--- config.mk ---
export PLATFORM = sky130hd
export DESIGN_NAME = switch_debouncer
export DESIGN_NICKNAME = d
export VERILOG_FILES = /design/src/rtl/pmipsl_io_pkg.sv /design/src/rtl/sw_debounce_chan.sv /design/src/rtl/switch_debouncer.sv
export SDC_FILE = /design/constraint.sdc
export NUM_CORES = 1
export LEC_CHECK = 0
export ABC_CLOCK_PERIOD_IN_PS = 3330
export CORE_ASPECT_RATIO = 0.9
export CORE_MARGIN = 8
export CORE_UTILIZATION = 64
export CTS_BUF_LIST = sky130_fd_sc_hd__clkbuf_8
export CTS_CLUSTER_DIAMETER = 100
export DETAILED_ROUTE_END_ITERATION = 12
export GPL_TIMING_DRIVEN = 0
export PLACE_DENSITY = 0.94
export SLEW_MARGIN = 20
export SYNTH_ARGS = -nofsm -noshare
export SYNTH_HDL_FRONTEND = slang
export SYNTH_SLANG_ARGS = --single-unit
--- constraint.sdc ---
create_clock -name clock -period 3.33 [get_ports clock]
set_input_delay 0.333 -clock clock [delete_from_list [all_inputs] [get_ports clock]]
set_output_delay 0.333 -clock clock [all_outputs]
set_load 0.05 [all_outputs]
--- src/rtl/pmipsl_io_pkg.sv ---
// Shared definitions for the PMIPSL board I/O conditioning logic.
// Holds the switch count, debouncer FSM encoding and default timing.
package pmipsl_io_pkg;

   localparam int NUM_SW              = 2;
   localparam int DEBOUNCE_CYCLES_DEF = 1000;
   localparam int CNT_W_DEF           = 16;

   typedef enum logic {
      DB_STABLE   = 1'b0,
      DB_COUNTING = 1'b1
   } db_state_t;

   // Registered per-channel results, gathered into vectors by the top.
   typedef struct packed {
      logic level;
      logic rise;
      logic fall;
      logic changed;
   } chan_out_t;

endpackage

--- src/rtl/sw_debounce_chan.sv ---
// One switch channel: 2-flop synchronizer, counting debouncer FSM,
// direction pulses and a sticky change flag. Every output is a flop.
module sw_debounce_chan
   import pmipsl_io_pkg::*;
#(
   parameter int DEBOUNCE_CYCLES = DEBOUNCE_CYCLES_DEF,
   parameter int CNT_W           = CNT_W_DEF
) (
   input  logic      clock,
   input  logic      reset,
   input  logic      raw,
   input  logic      changed_clr,
   output chan_out_t out
);

   localparam logic [CNT_W-1:0] CNT_LAST = CNT_W'(DEBOUNCE_CYCLES - 1);

   logic             sync1, sync2;
   logic [CNT_W-1:0] cnt;
   db_state_t        state;
   logic             accept;

   // A single-cycle debounce accepts straight out of STABLE.
   always_comb begin
      accept = 1'b0;
      if (sync2 != out.level) begin
         if (state == DB_COUNTING)
            accept = (cnt == CNT_LAST);
         else
            accept = (CNT_LAST == '0);
      end
   end

   always_ff @(posedge clock) begin
      if (reset) begin
         sync1       <= 1'b0;
         sync2       <= 1'b0;
         cnt         <= '0;
         state       <= DB_STABLE;
         out.level   <= 1'b0;
         out.rise    <= 1'b0;
         out.fall    <= 1'b0;
         out.changed <= 1'b0;
      end else begin
         sync1    <= raw;
         sync2    <= sync1;
         out.rise <= 1'b0;
         out.fall <= 1'b0;

         if (sync2 == out.level) begin
            // Matches the accepted level: idle, or a bounce to discard.
            state <= DB_STABLE;
            cnt   <= '0;
         end else if (accept) begin
            out.level <= sync2;
            out.rise  <= sync2;
            out.fall  <= ~sync2;
            state     <= DB_STABLE;
            cnt       <= '0;
         end else if (state == DB_STABLE) begin
            state <= DB_COUNTING;
            cnt   <= CNT_W'(1);
         end else begin
            cnt <= cnt + CNT_W'(1);
         end

         // Set has priority over a coincident clear.
         if (accept)
            out.changed <= 1'b1;
         else if (changed_clr)
            out.changed <= 1'b0;
      end
   end

endmodule

--- src/rtl/switch_debouncer.sv ---
// Two-channel slide-switch conditioner feeding DMemory_IO switch inputs.
// Channels are independent instances of sw_debounce_chan.
module switch_debouncer
   import pmipsl_io_pkg::*;
#(
   parameter int DEBOUNCE_CYCLES = DEBOUNCE_CYCLES_DEF,
   parameter int CNT_W           = CNT_W_DEF
) (
   input  logic              clock,
   input  logic              reset,
   input  logic              sw0_raw,
   input  logic              sw1_raw,
   output logic              io_sw0,
   output logic              io_sw1,
   output logic [NUM_SW-1:0] sw_rise,
   output logic [NUM_SW-1:0] sw_fall,
   output logic [NUM_SW-1:0] sw_changed,
   input  logic [NUM_SW-1:0] changed_clr
);

   logic [NUM_SW-1:0] raw_vec;
   logic [NUM_SW-1:0] level_vec;
   chan_out_t         chan_out [NUM_SW];

   assign raw_vec = {sw1_raw, sw0_raw};

   for (genvar i = 0; i < NUM_SW; i++) begin : g_chan
      sw_debounce_chan #(
         .DEBOUNCE_CYCLES (DEBOUNCE_CYCLES),
         .CNT_W           (CNT_W)
      ) u_chan (
         .clock       (clock),
         .reset       (reset),
         .raw         (raw_vec[i]),
         .changed_clr (changed_clr[i]),
         .out         (chan_out[i])
      );

      assign level_vec[i]  = chan_out[i].level;
      assign sw_rise[i]    = chan_out[i].rise;
      assign sw_fall[i]    = chan_out[i].fall;
      assign sw_changed[i] = chan_out[i].changed;
   end

   assign io_sw0 = level_vec[0];
   assign io_sw1 = level_vec[1];

endmodule
== Yosys cells after proc, flatten, opt, wreduce, memory -nomap -nowiden ==
Cells that the tools add are included.
Word-level totals
  register bits after elaboration: 46
  latch bits: 0
  bits in writable memories: 0
  bits in read-only memories: 0
  input bits: 6
  output and inout port bits: 8
  word-level logic and storage cells: 58
  memories kept: 0
Operators by class
  add/subtract/negate cells: 2
  multipliers: 0
  div/mod/pow operators: 0
  magnitude comparators: 0
  eq/ne operators: 6
  shift operators: 0
  muxes and demuxes: 12
  bitwise operators: 8
  reduce and logical (&&, ||, !) cells: 12
Operators by type and width (number)
  $add 16x1->16 const B: 2
  $eq 16x10->1 const B: 2
  $mux 1: 12
  $reduce_or 3->1: 4
  $not 1->1: 8
  $reduce_or 4->1: 2
  $reduce_and 2->1: 2
  $reduce_bool 2->1: 2
  $reduce_or 2->1: 2
  $eq 1x1->1: 2
  $ne 1x1->1: 2

== Depth between registers and ports, before layout ==
  depth in word-level cells: 5
  mapped depth: 6
  mapped depth without buffers: 5

== Hierarchy ==
Synthesis repeated with hierarchy kept, for this count alone.
Second synthesis, totals
  cell total of the unflattened synthesis: 208
  area total of the unflattened synthesis: 1956.9 um^2
By module, submodules not included
  sw_debounce_chan: instances 2, cells an instance 104, area an instance 978.4 um^2, seq. area each 460.4 um^2

== Worst setup path before layout ==
No wires, ideal clock.
  path kind: register to register
  start: register g_chan[1].u_chan.cnt[4]
  end: register g_chan[1].u_chan.cnt[5]
  library setup time: 115 ps
  arrival: 1615 ps
  data required time: 3215 ps
  path slack: 1600 ps
  stages on the path, launching flop included: 6
  buffers on the path: 1
  period minus slack after synthesis: 1730 ps
  cell sequence: dfxtp_1 > or4b_4 > nor4_4 > nand3b_4 > buf_12 > nor2_2
On the way
  word-level cells in the longest chain between the ends: 4
  elaborated cells on any way between the ends: 5
  those cells by class: add/sub (1); eq/ne (1); mux (2); reduce/logical (1)
RTL lines
  start: declaration: line sw_debounce_chan.sv:19  | logic [CNT_W-1:0] cnt;
  start signal: assignment: line sw_debounce_chan.sv:64  | cnt <= cnt + CNT_W'(1);
  branches (longest 4 deep; another with $add 16x1->16)
Several ways; the timed one is not identified.
A chain may end at the register's enable or synchronous reset.

== Worst setup path after layout ==
  start: register g_chan[0].u_chan.cnt[0]
  end: register g_chan[0].u_chan.cnt[15]
On the way
  word-level cells in the longest chain between the ends: 4
  elaborated cells on any way between the ends: 5
  those cells by class: add/sub (1); eq/ne (1); mux (2); reduce/logical (1)
RTL lines (line)
  start: declaration: sw_debounce_chan.sv:19
  start signal: assignment: sw_debounce_chan.sv:64
  branches (longest 4 deep; another with $add 16x1->16)
Several ways; the timed one is not identified.

==> flow_summary.ini <==
[run_status]
status = complete, no violations

[worst_setup_path]
startpoint_type = flip-flop
cp.required_ns = 3.50
reg2reg_depth = 6
r2r-start = g_chan[0].u_chan.cnt[0]
crit_type = reg2reg
r2r_slack_ns = 1.16
cp-end-kind = flip-flop
crit_fanout = 10
timing.rr.end = g_chan[0].u_chan.cnt[15]
critPathArrivalTime_ns = 2.34

[place]
placed_area_sq_um = 2095
io_buffers = 13
place_congestion = 0.8703
dp_hpwl_mm = 2.635

[timing]
final.setup_skew_ns = 0.005205
worstMarginPinSlew_ns = 0.5241
max_slew_margin_pct = 64.95
slew_violations = 0
rsz0062_at_grt = false
hold_violations = 0
fin_crit_sh_pct = 65.06
min_period_ns = 2.167
max_freq_ghz = 0.4615
setup_tns_ns = 0
setup_viol = 0

[logic_synthesis]
yosys-top-cells-count = 46 x dfxtp_1, 33 x nor2_1, 26 x xnor2_1, 14 x nand3_1, 10 x nor2_2
synth-edff-count = 0
yosysTopAreaCellShare_pct = 48.17
synth_warnings = 0
synth_top_family_by_area = simple AND/OR/NAND/NOR gates
syn-num-nets = 211
syn_avg_cell_area_sq_um = 9.418
ys_ff_latch = 46
synth_compound_area_share_pct = 2.225
synth_cell_type_count = 32
synth.cell_area_sq_um = 1912
yosysMostFrequentCell = dfxtp_1
synth_xor_area_share_pct = 13.74
yosysTopAreaCell = dfxtp_1
synthFlopType = dfxtp_1
synth_mux_area_share_pct = 0.5236
yosysSeqAreaShare_pct = 48.17
ys_async_sr_fraction_pct = 0
syn_inst = 203
synth-simple-area-share_pct = 31.02
synth_fa_ha_area_share_pct = 1.309
synth_area_leaders = dfxtp_1 48%, xnor2_1 12%, nor2_1 6.5%

[global_routing]
grt_pass1_vias = 1436
grt_pass1_wl_mm = 6.327
grt_max_degree = 15
globalRouteOverflowTotal = 0
track_usage_pct = 17.04
antenna_found_initial = 0

[clock_network]
clkTransAtPathRegs_ns = 0.08
post_cts_resized = 0
clk_root_buffer_cell = clkbuf_8
postCtsHoldBufs = 0
clock_latency_ns = 0.30
cts_setup_buffers = 0
tritoncts = built
clk_path_buf_depth = 2
cts-buffers-inserted = 5
htreeDepth = 2
cts_sinks = 46

[route]
drtAntennaViolNets = 0
top_layer = met4
met2_length_mm = 1.808
dr_wl_met3_microns = 279
met1Wirelength_mm = 1.600
wl_per_cell_microns = 14.21
drtIter0Drc = 124
routed-via-count = 1472
drcViolationCount = 0
routed_wl_mm = 3.780
via_per_inst = 5.534
dr.pass1.iters = 5

[cells_and_area]
drive_gt1_share_pct = 9.821
fin_area_sq_um = 2205
diodes = 0
syn_to_final_growth_pct = 15.31
final_nets = 231

[pwr]
p_per_area_nw_per_um2 = 441.0
power.total_w = 0.0009722
leakage_nw = 0.6988
irDropWorstVdd_mv = 0.3572

[hold_path]
min_from = g_chan[0].u_chan.out[0]
hold_class = reg2reg
min_path_cells = 2
hold_end = g_chan[0].u_chan.out[0]

[die]
pin_count = 14
die-height_microns = 67.85
die_x_microns = 73.61
rows = 19
design.core.area_sq_um = 2948
die_area_sq_um = 4994
start_util_pct = 64.86

[job]
drv_cap = 0
-- per-stage QoR --
stage | util (%) | hold WS, ns | worst slack, ns | instances
6_report | 74.79 | 0.4454 | 1.163 | 266
4_1_cts | 74.79 | 0.4462 | 1.178 | 266
3_5_place_dp | 71.05 | 0.4348 | 1.154 | 258
2_1_floorplan | - | 0.4138 | 1.600 | 203
5_1_grt | 74.79 | 0.4692 | 0.9682 | 266
3_3_place_gp | 71.05 | 0.4163 | 1.233 | 258
-- report_power, final --
group | leakage [nW] | switching (W) | total, W | internal (W)
registers | 0.372 | 0.00000356 | 0.000557 | 0.000553
clock network | 0.0556 | 0.000180 | 0.000401 | 0.000221
logic | 0.272 | 0.00000597 | 0.0000148 | 0.00000881
-- how the worst max path moves through the flow --
stage	startpoint	end	slack (ns)	depth (start not counted)
after floorplan	g_chan[1].u_chan.cnt[4]	g_chan[1].u_chan.cnt[5]	1.60	5
after global placement	reset	g_chan[0].u_chan.cnt[15]	1.23	6
after detailed placement	reset	g_chan[0].u_chan.cnt[6]	1.15	6
after CTS	g_chan[0].u_chan.cnt[0]	g_chan[0].u_chan.cnt[10]	1.18	6
after global routing	g_chan[0].u_chan.cnt[0]	g_chan[0].u_chan.cnt[15]	0.97	6
final	g_chan[0].u_chan.cnt[0]	g_chan[0].u_chan.cnt[15]	1.16	6
-- state kept, by name (all words and copies together) (netlist names) --
| signal | cells |
|---|---|
| g_chan.u_chan.cnt | 32 |
| g_chan.u_chan.sync1 | 2 |
| g_chan.u_chan.sync2 | 2 |
| g_chan.u_chan.state | 2 |
| g_chan.u_chan.out | 8 |
-- kinds of logic (layout without fill, tap and decap cells) --
kind of cell,count (synthesis),count (layout)
simple gates,107,107
flops,46,46
xor+xnor,30,30
buf+inv,11,32
compound gates,6,6
fa+ha+maj,2,2
mux,1,1
-- layout make-up --
type	count	area [sq um]
Clock buffer	5	68.82
Fill cell	194	743.2
Timing Repair Buffer	13	130.1
Clock inverter	3	41.29
Tap cell	42	52.55
Multi-Input combinational cell	146	933.4
Inverter	7	26.28
Sequential cell	46	920.9
Buffer	4	31.28
-- cells in the final DEF (no fill, tap or decap), types with 2 or more instances in the layout --
cell	netlist	final
clkbuf_1	3	3
nor2_2	10	10
nor4b_1	2	2
inv_1	7	8
nor2_1	33	33
clkdlybuf4s50_1	0	13
nor4_1	8	8
a21boi_0	2	2
dfxtp_1	46	46
nand4_1	6	6
nor2b_1	5	5
nor3_1	8	8
xnor2_1	26	26
nand2_1	9	9
nand3_1	14	14
and2_1	3	3
ha_1	2	2
xor2_1	4	4
clkbuf_8	0	5
-- routing by layer --
metal  track usage (%)  vias up
li1                  -      723
met1             18.95      694
met2             27.73       47
met3             6.296        8
met4             9.950        0
met5                 0        -
-- worst max-delay path, cell delays in order (launching register included) --
cell and delay, ns:
dfxtp_1 0.42, ha_1 0.26, nor4bb_1 0.30, nand4b_1 0.25, nand3_1 0.28, clkbuf_1 0.42
nor2_1 0.10
Power figures use the tool's default switching activity.
